$ cat src/rtl/param_sequence_detector.sv
// Serial pattern detector with a runtime-loadable pattern, valid qualifier,
// selectable overlapping matching and a saturating match counter.
module param_sequence_detector #(
   parameter int                 PAT_LEN     = 4,
   parameter logic [PAT_LEN-1:0] DEFAULT_PAT = 4'b1011,
   parameter int                 CNT_W       = 8
) (
   input  logic               clk,
   input  logic               reset,
   input  logic               en,
   input  logic               x,
   input  logic               load,
   input  logic [PAT_LEN-1:0] pat_in,
   input  logic               overlap_en,
   input  logic               clr_count,
   output logic               y,
   output logic [CNT_W-1:0]   match_count
);

   localparam int                FILL_W    = $clog2(PAT_LEN + 1);
   localparam logic [FILL_W-1:0] FILL_FULL = FILL_W'(PAT_LEN);
   localparam logic [FILL_W-1:0] FILL_ARM  = FILL_W'(PAT_LEN - 1);
   localparam logic [CNT_W-1:0]  CNT_MAX   = '1;

   logic [PAT_LEN-1:0] pat;
   logic [PAT_LEN-1:0] hist;
   logic [PAT_LEN-1:0] window;
   logic [FILL_W-1:0]  fill;
   logic               match;

   // fill counts bits that may still belong to a match; it arms the compare
   // once the incoming bit completes a full window.
   always_comb begin
      window = {hist[PAT_LEN-2:0], x};
      match  = en && !load && (fill >= FILL_ARM) && (window == pat);
   end

   always_ff @(posedge clk or posedge reset) begin
      if (reset) begin
         pat  <= DEFAULT_PAT;
         hist <= '0;
         fill <= '0;
         y    <= 1'b0;
      end else if (load) begin
         pat  <= pat_in;
         hist <= '0;
         fill <= '0;
         y    <= 1'b0;
      end else if (en) begin
         hist <= window;
         y    <= match;
         if (match) begin
            fill <= overlap_en ? FILL_FULL : '0;
         end else if (fill != FILL_FULL) begin
            fill <= fill + 1'b1;
         end
      end else begin
         y <= 1'b0;
      end
   end

   // Clear wins over a coincident match; the count never wraps.
   always_ff @(posedge clk or posedge reset) begin
      if (reset) begin
         match_count <= '0;
      end else if (clr_count) begin
         match_count <= '0;
      end else if (match && (match_count != CNT_MAX)) begin
         match_count <= match_count + 1'b1;
      end
   end

endmodule
$ cat config.mk
export PLATFORM = sky130hd
export DESIGN_NAME = param_sequence_detector
export DESIGN_NICKNAME = d
export VERILOG_FILES = /design/src/rtl/param_sequence_detector.sv
export SDC_FILE = /design/constraint.sdc
export NUM_CORES = 1
export LEC_CHECK = 0
export ABC_AREA = 1
export BUFFER_PORTS_ARGS = -buffer_cell sky130_fd_sc_hd__buf_2
export CAP_MARGIN = 20
export CORE_MARGIN = 3
export CORE_UTILIZATION = 49
export CTS_CLUSTER_SIZE = 12
export DETAILED_ROUTE_END_ITERATION = 16
export PLACE_DENSITY = 0.74
export SLEW_MARGIN = 15
export SYNTH_ARGS = -nofsm -noshare
export SYNTH_HDL_FRONTEND = slang
export SYNTH_SLANG_ARGS = --single-unit
$ cat constraint.sdc
create_clock -name clk -period 1.6 [get_ports clk]
set_input_delay 0.32 -clock clk [delete_from_list [all_inputs] [get_ports clk]]
set_output_delay 0.32 -clock clk [all_outputs]
set_load 0.1 [all_outputs]
== Yosys cells after proc, flatten, opt, wreduce, memory -nomap -nowiden ==
Cells that the tools add are included.
Storage, ports and cells
  flip-flop bits (word level): 19
  input port bits: 11
  output and inout bits: 9
  logic and storage cells: 31
Cells by class
  add/subtract/negate cells: 2
  magnitude comparators: 1
  equality and inequality tests: 3
  muxes and demuxes: 11
  reductions and logical operators: 9
Operators with widths (count)
  $mux W3: 7
  $mux W8: 2
  $add A8 B1 Y8 const B: 1
  $ne A8 B8 Y1 const B: 1
  $eq A4 B4 Y1: 1
  $logic_and A1 B1 Y1: 4
  $reduce_bool A2 Y1: 2
  $add A3 B1 Y3 const B: 1
  $ge A3 B2 Y1 const B: 1
  $ne A3 B3 Y1 const B: 1
  $reduce_bool A3 Y1: 1
  $mux W1: 2
  $reduce_and A2 Y1: 1
  $logic_not A1 Y1: 1

== Logic depth before layout (Yosys ltp) ==
Gate-level depths: netlist of run 1.
  depth in word-level cells: 7
  gate-level depth with buffers: 10
  mapped depth without buffers: 10

== Worst setup path after synthesis of run 1 ==
Ideal clock, no wire load.
  path kind: register to register
  from: register match_count[0]
  to: register match_count[6]
  library setup time: 122 ps
  arrival: 2091 ps
  slack: -613 ps
  cell stages (with the launch flop): 11
  clock period less this slack: 2213 ps
  cells stage by stage: dfrtp_1 > ha_1 > nand2_1 > inv_2 > nand2_2 > nor3_2 > nand2_1 > nand2_4 > nand2_8 > nand2_1 > o21ai_2
Between the ends
  cells in the longest elaborated chain, start to end: 3
  elaborated cells on any way between the ends: 6
  those cells by class: add/sub (1); eq/ne (1); mux (2); reduce/logical (2)
RTL lines
  start, declared: RTL line 17  | output logic [CNT_W-1:0] match_count
  start signal, assigned: RTL line 69  | match_count <= match_count + 1'b1;
  $add A8 B1 Y8 or $ne A8 B8 Y1 (tied branches): RTL line 69, 68
  $mux W8 or $logic_and A1 B1 Y1 (tied branches): RTL line 68  | end else if (match && (match_count != CNT_MAX)) begin
  $mux W8 or $reduce_bool A2 Y1 (tied branches)
Parallel ways exist; a longest one is shown, timed or not. The select of a mux whose other input is x is not followed.
A chain may end at the register's enable or synchronous reset.

== Final worst setup path of run 1 ==
  from: register fill[0]
  to: register match_count[3]
Between the ends
  cells in the longest elaborated chain, start to end: 5
RTL lines
  start, declared: RTL line 28  | logic [FILL_W-1:0] fill;
  start signal, assigned: RTL line 53  | fill <= overlap_en ? FILL_FULL : '0;
  start signal, assigned: RTL line 55  | fill <= fill + 1'b1;
  $ge A3 B2 Y1: RTL line 35  | match = en && !load && (fill >= FILL_ARM) && (window == pat);
  $logic_and A1 B1 Y1 (2 in series): RTL line 35
  $logic_and A1 B1 Y1: RTL line 68
  $reduce_bool A2 Y1 (no source line)
Every way passes these cells.

==> results of run 1 <==
-- per-layer routing --
layer | global-route usage, % | vias to the layer above | part of all wire [%]
met5 | 0 | - | 0
met4 | 6.81 | 0 | 1.6
met3 | 3.88 | 6 | 4.1
met2 | 31.0 | 26 | 53
met1 | 19.2 | 446 | 41
li1 | - | 506 | -
-- kinds of logic after synthesis --
group | count (synthesis)
AOI/OAI and AO/OA | 13
xor gates and xnor gates | 3
and+or+nand+nor | 80
buffers and inverters | 22
adders and majority gates | 4
DFF | 19
-- area by class of cell --
class	instances	area [um^2]
clock buffer	3	22.5
clock inverter	1	5.00
fill	160	594
inverter	21	88.8
multi-input combinational	101	646
sequential	19	494
tap	27	33.8
timing repair buffer	29	178
-- stage by stage --
step / setup slack, ns / power [W] / cells / hold WS (ns) / area [um^2]
finish: 0.0649 / 0.00104 / 201 / -0.0103 / 1470
global route: -0.0223 / 0.00110 / 201 / 0.0237 / 1470
CTS: 0.00444 / 0.000996 / 195 / 0.00501 / 1350
detailed placement: -0.0461 / 0.000753 / 191 / 0.339 / 1310
global placement: 0.00675 / 0.000745 / 191 / 0.334 / 1310
floorplan: -0.103 / 0.000691 / 141 / 0.269 / 1150
-- synthesized netlist by cell type, drive strengths merged --
cell / instances / area [um^2]
or2: 1 / 6.26
nor3: 3 / 20.0
ha: 4 / 50.1
buf: 1 / 11.3
dfrtp: 16 / 400
a21oi: 1 / 16.3
clkinv: 3 / 17.5
nand2: 51 / 228
nand4: 1 / 6.26
dfstp: 3 / 78.8
nand3: 11 / 72.6
o21ai: 9 / 52.6
xor2: 3 / 26.3
o22ai: 3 / 18.8
nor2: 13 / 48.8
inv: 18 / 67.6
-- critical path: cells and delay by family, from the launching register on --
family                   cells  cell delay, ns
AND/OR/NAND/NOR              6            0.53
flip-flops                   1            0.40
buffers and inverters        1            0.08
adder cells (fa/ha/maj)      2            0.36
AO/OA/AOI/OAI                1            0.06
-- repair_timing --
action,4_1_cts,5_1_grt
hold buffers,0,0
pin swaps,3,7
gates resized for setup,4,17
gates cloned,0,1
endpoints found under the setup margin,8,11
setup buffers,0,5
-- how the worst max path moves through the flow --
stage,start,endpoint,depth (start not counted)
2_1_floorplan,match_count[0],match_count[6],10
3_3_place_gp,fill[0],match_count[6],10
3_5_place_dp,fill[0],match_count[6],10
4_1_cts,fill[0],fill[2],10
5_1_grt,fill[2],fill[2],11
6_report,fill[0],match_count[3],10
-- state kept, by name, summed over array words and instances (netlist names) --
signal	cells
fill	3
hist	3
match_count	8
pat	4
y	1
-- layout by cell type, fill, tap and decap left out, types with 4 or more instances in the layout --
master / synthesis / layout
nor2_1: 13 / 10
nand2_1: 46 / 41
dfrtp_1: 16 / 8
buf_2: 0 / 19
dfrtp_2: 0 / 6
buf_4: 0 / 8
inv_1: 14 / 14
o21ai_0: 4 / 4
nand3_1: 9 / 8
inv_2: 4 / 5
nand2_2: 2 / 5
-- power groups by stage --
stage,logic [W],clock network [W],registers (W)
floorplan,0.000121,0,0.000570
global placement,0.000202,0,0.000543
detailed placement,0.000208,0,0.000545
CTS,0.000211,0.000249,0.000536
global route,0.000285,0.000270,0.000542
finish,0.000256,0.000245,0.000539
==> run_results.csv, run 1 <==
group,metric,value,unit
routing,dr.pass1.iters,4,
clock_network,cts_tree,"yes",
routing,first_iter_violations,17,
yosys,syn_area,0.00112,mm^2
floorplanning,die-width,53.8,um
worst_setup_path,r2r-end,"match_count[3]",
power,power.density,708,mW/mm^2
yosys,synth_top_family_by_area,"simple AND/OR/NAND/NOR gates",
clock_network,clkTransAtPathRegs,0.11,ns
worst_setup_path,arrival,1.74,ns
yosys,ys_warn_count,0,
power,p_leak,0.738,nW
global_route,grt_pass1_wl,3570,um
timing,setup_viol,0,
timing,hold_viol,5,
yosys,avgSynthCellArea,7.95,um^2
cells_and_area,area_growth,30.9,%
timing,max_slew_margin,66.6,%
cells_and_area,final_nets,190,
routing,vias,984,
worst_setup_path,crit_chain,"ha_2 > ha_4 > nor2_4 > a21oi_4 > nand3_4 > clkinv_4 > nand2_8 > nand2_8 > nand2_1 > nand2_1",
yosys,synth_nets,156,
worst_setup_path,worstPathRequired,1.80,ns
clock_network,htreeDepth,1,
routing,drc,0,
worst_setup_path,cp-start-kind,"register",
yosys,synth_xor_area_share,2.34,%
worst_setup_path,max_stage_delay,0.40,ns
floorplanning,start_util,54.4,%
worst_setup_path,cp_max_fo,8,
global_route,antenna_found_initial,0,
timing,slew_viol_final,0,
timing,skew,0.00812,ns
timing,fin_setup_tns,0,ns
global_route,grt_max_degree,12,
power,internal_power,0.000711,W
yosys,synthAdderAreaFrac,4.46,%
cells_and_area,diodes,0,
routing,viasPerCell,4.90,
yosys,synth_cell_types,27,
timing,fin_crit,1.54,ns
yosys,synthSimpleGateAreaFrac,34.0,%
worst_setup_path,timing.critical_path.slowest_stage_cell,"dfrtp_1",
worst_setup_path,reg2reg_from,"fill[0]",
power,ir_drop,0.000674,V
clock_network,cts_sinks,19,
clock_network,cts_buffers,3,
yosys,muxShareOfSynthArea,0,%
floorplanning,rows,16,
outcome,violations,"hold timing",
floorplanning,die_y,53.8,um
worst_setup_path,r2r_slack,0.06,ns
clock_network,clk_path_buf_depth,2,
power,p_sw,0.000328,W
floorplanning,core,0.00206,mm^2
power,switching_share,31.6,%
yosys,seq_area_frac_synth,42.7,%
worst_setup_path,rr_worst_depth,10,
yosys,syn_inst,141,
place,dp_hpwl,1550,um
global_route,grt_overflow,0,
cells_and_area,final_layout_size_suffix_gt1_share,44.3,%
power,p_comb_share,24.6,%
place,place_congestion,0.768,
outcome,status,"finished, violations left",
yosys,synth-compound-area-share,7.81,%
global_route,grtUsageTotal,17.1,%
floorplanning,die-area,0.00290,mm^2
routing,ant_nets,0,
timing,finalCritPeriodShare,95.9,%
place,numPortBuffers,19,
power,seq_power_share,51.8,%
routing,wl_per_cell,11.8,um
job,drv_cap,0,
global_route,grt_pass1_vias,898,
timing,worst_pin_slew,0.505,ns
power,clockPowerShare,23.6,%
timing,fmax,651,MHz
routing,wirelength,2370,um
cells_and_area,final_util,71.2,%
clock_network,clk_latency,0.30,ns
timing,holdWs,-0.0103,ns
floorplanning,pin_count,20,
min_path,hp-class,"in -> async",
clock_network,cts_root_buf,"clkbuf_4",
worst_setup_path,worstSetupEndpointType,"register",
worst_setup_path,path_class,"reg -> reg",
yosys,ys_ff_latch,19,
(Power assumes the default switching activity.)
==> inputs of run 2 (changes only) <==
CORE_UTILIZATION = 54   (was 49)
PLACE_DENSITY = 0.78   (was 0.74)
clock period = 1.5 ns   (was 1.6 ns; I/O delays follow)
==> run 2 against run 1 <==
Against the previous run: the flow finishes with violations (setup timing); worst hold slack better by 0.21 ns; cell count fell by 1.0%; clock skew down 0.0057 ns; combinational power increased by 23%; critical path depth is the same; total power rose by 12%; register-to-register slack lost 0.13 ns; sequential power up 6.9%; die area fell by 8.2%; critical path type unchanged; critical endpoint is now match_count[1]; highest routed layer unchanged.
==> run_results.csv, run 2 (same netlist as run 1, synthesis figures left out) <==
group,metric,value,unit
timing,hold_viol,0,
routing,vias,1067,
routing,wl_per_cell,15.1,um
global_route,grt_overflow,0,
place,dp_hpwl,1790,um
worst_setup_path,worstSetupEndpointType,"register",
cells_and_area,final_util,85.2,%
timing,skew,0.00243,ns
timing,finalCritPeriodShare,104,%
cells_and_area,top_register,"match_count",
place,place_congestion,0.852,
min_path,hold_path_depth,3,
worst_setup_path,r2r-end,"match_count[1]",
job,drv_cap,0,
worst_setup_path,reg2reg_from,"fill[1]",
clock_network,cts_tree,"yes",
min_path,whs_endpoint,"pat[2]",
clock_network,cts_sinks,19,
worst_setup_path,cp-start-kind,"register",
floorplanning,die_y,51.6,um
routing,first_iter_violations,25,
worst_setup_path,rr_worst_depth,10,
timing,setup_slack,-0.0649,ns
timing,setup_viol,11,
worst_setup_path,path_class,"reg -> reg",
outcome,violations,"setup timing",
routing,viasPerCell,5.36,
power,ir_drop,0.000664,V
timing,fin_crit,1.56,ns
power,p_leak,0.774,nW
clock_network,cts_buffers,3,
worst_setup_path,r2r_slack,-0.06,ns
clock_network,clk_path_buf_depth,2,
cells_and_area,mostFrequentLayoutCell,"nand2_1",
worst_setup_path,arrival,1.80,ns
routing,wirelength,3010,um
clock_network,htreeDepth,1,
routing,dr.pass1.iters,4,
worst_setup_path,cp_max_fo,4,
cells_and_area,final_cell_count_no_fill,199,
clock_network,clkTransAtPathRegs,0.11,ns
clock_network,cts_root_buf,"clkbuf_4",
cells_and_area,area_growth,39.7,%
clock_network,clk_latency,0.30,ns
cells_and_area,largest_reg_flops,8,
power,power,0.00116,W
cells_and_area,reg_top3,"match_count x8, pat x4",
power,power.density,740,mW/mm^2
floorplanning,rows,15,
global_route,grtUsageTotal,24.8,%
timing,max_slew_margin,67.3,%
place,pre_cts_ws,-0.0800,ns
cells_and_area,final_layout_size_suffix_gt1_share,52.3,%
global_route,grt_pass1_vias,1081,
outcome,status,"finished, violations left",
floorplanning,die-area,0.00266,mm^2
cells_and_area,layout_common_cells,"nand2_1 (33), buf_2 (14), inv_1 (12)",
place,place_inst,191,
timing,fmax,639,MHz
global_route,grt_max_degree,12,
timing,rsz0062_at_grt,"true",
timing,slew_viol_final,0,
routing,drc,0,
place,numPortBuffers,19,
floorplanning,start_util,61.0,%
worst_setup_path,worstPathRequired,1.73,ns
floorplanning,pin_count,20,
global_route,antenna_found_initial,0,
floorplanning,core,0.00184,mm^2
cells_and_area,diodes,0,
floorplanning,die-width,51.6,um
global_route,grt_pass1_wl,4880,um
worst_setup_path,startpoint,"fill[1]",
routing,ant_nets,0,
min_path,hp-class,"in -> reg",
cells_and_area,final_nets,190,
timing,worst_pin_slew,0.494,ns
min_path,min_from,"pat_in[2]",
-- run 2: changes by cell type in the layout (fill, tap and decap cells not counted), sizes merged --
cell | before | now
dlygate4sd3 | 0 | 1
clkbuf | 3 | 6
buf | 29 | 24
nand2 | 52 | 53
clkinv | 3 | 4
inv | 19 | 18
-- run 2: timing repair --
action                                 in CTS  in global routing
buffers inserted                            1                  1
cloned                                      2                  0
setup endpoints to repair                  13                 15
hold buffers                                1                  0
endpoints found under the hold margin       5                  0
pin swaps                                   9                 11
resized for setup                          24                 21
-- run 2: worst max-delay path by stage --
stage,to,slack [ns],cells after the start
floorplan,match_count[6],-0.20,10
global placement,match_count[6],-0.04,10
detailed placement,match_count[6],-0.08,10
CTS,match_count[7],-0.06,10
global route,match_count[7],-0.16,10
finish,match_count[1],-0.06,10
-- run 2: through the flow --
step / area, um^2 / TNS, ns / hold slack, ns
after floorplan: 1150 / -1.43 / 0.249
after global placement: 1320 / -0.166 / 0.270
after global routing: 1570 / -1.42 / 0.210
final: 1570 / -0.428 / 0.198
after detailed placement: 1320 / -0.570 / 0.276
after CTS: 1490 / -0.343 / 0.200
-- run 2: critical path: stages (launching register included) --
cell and delay [ns]:
dfrtp_1 0.43, ha_4 0.18, ha_4 0.16, nor2_4 0.09, a21oi_4 0.06, nand3_4 0.11, clkinv_4 0.09, buf_12 0.13
nand2_4 0.08, nand3_2 0.08, o21ai_2 0.07
-- run 2: report_power, final --
| group | switching [W] | internal, W |
|---|---|---|
| Combinational | 0.000191 | 0.000123 |
| Sequential | 0.0000266 | 0.000549 |
| Clock | 0.000169 | 0.0000994 |
-- run 2: cell type report --
cell class | instances | area, um^2
tap | 25 | 31.3
timing repair buffer | 28 | 194
fill | 110 | 273
inverter | 21 | 95.1
clock inverter | 1 | 5.00
multi-input combinational | 102 | 726
sequential | 19 | 493
clock buffer | 3 | 22.5
-- run 2: routing by layer --
layer | vias to the layer above | global-route usage, % | share of wire, %
li1 | 512 | - | -
met1 | 517 | 31.1 | 41
met2 | 30 | 41.1 | 54
met3 | 8 | 4.58 | 3.7
met4 | 0 | 11.8 | 1.5
met5 | - | 0 | 0
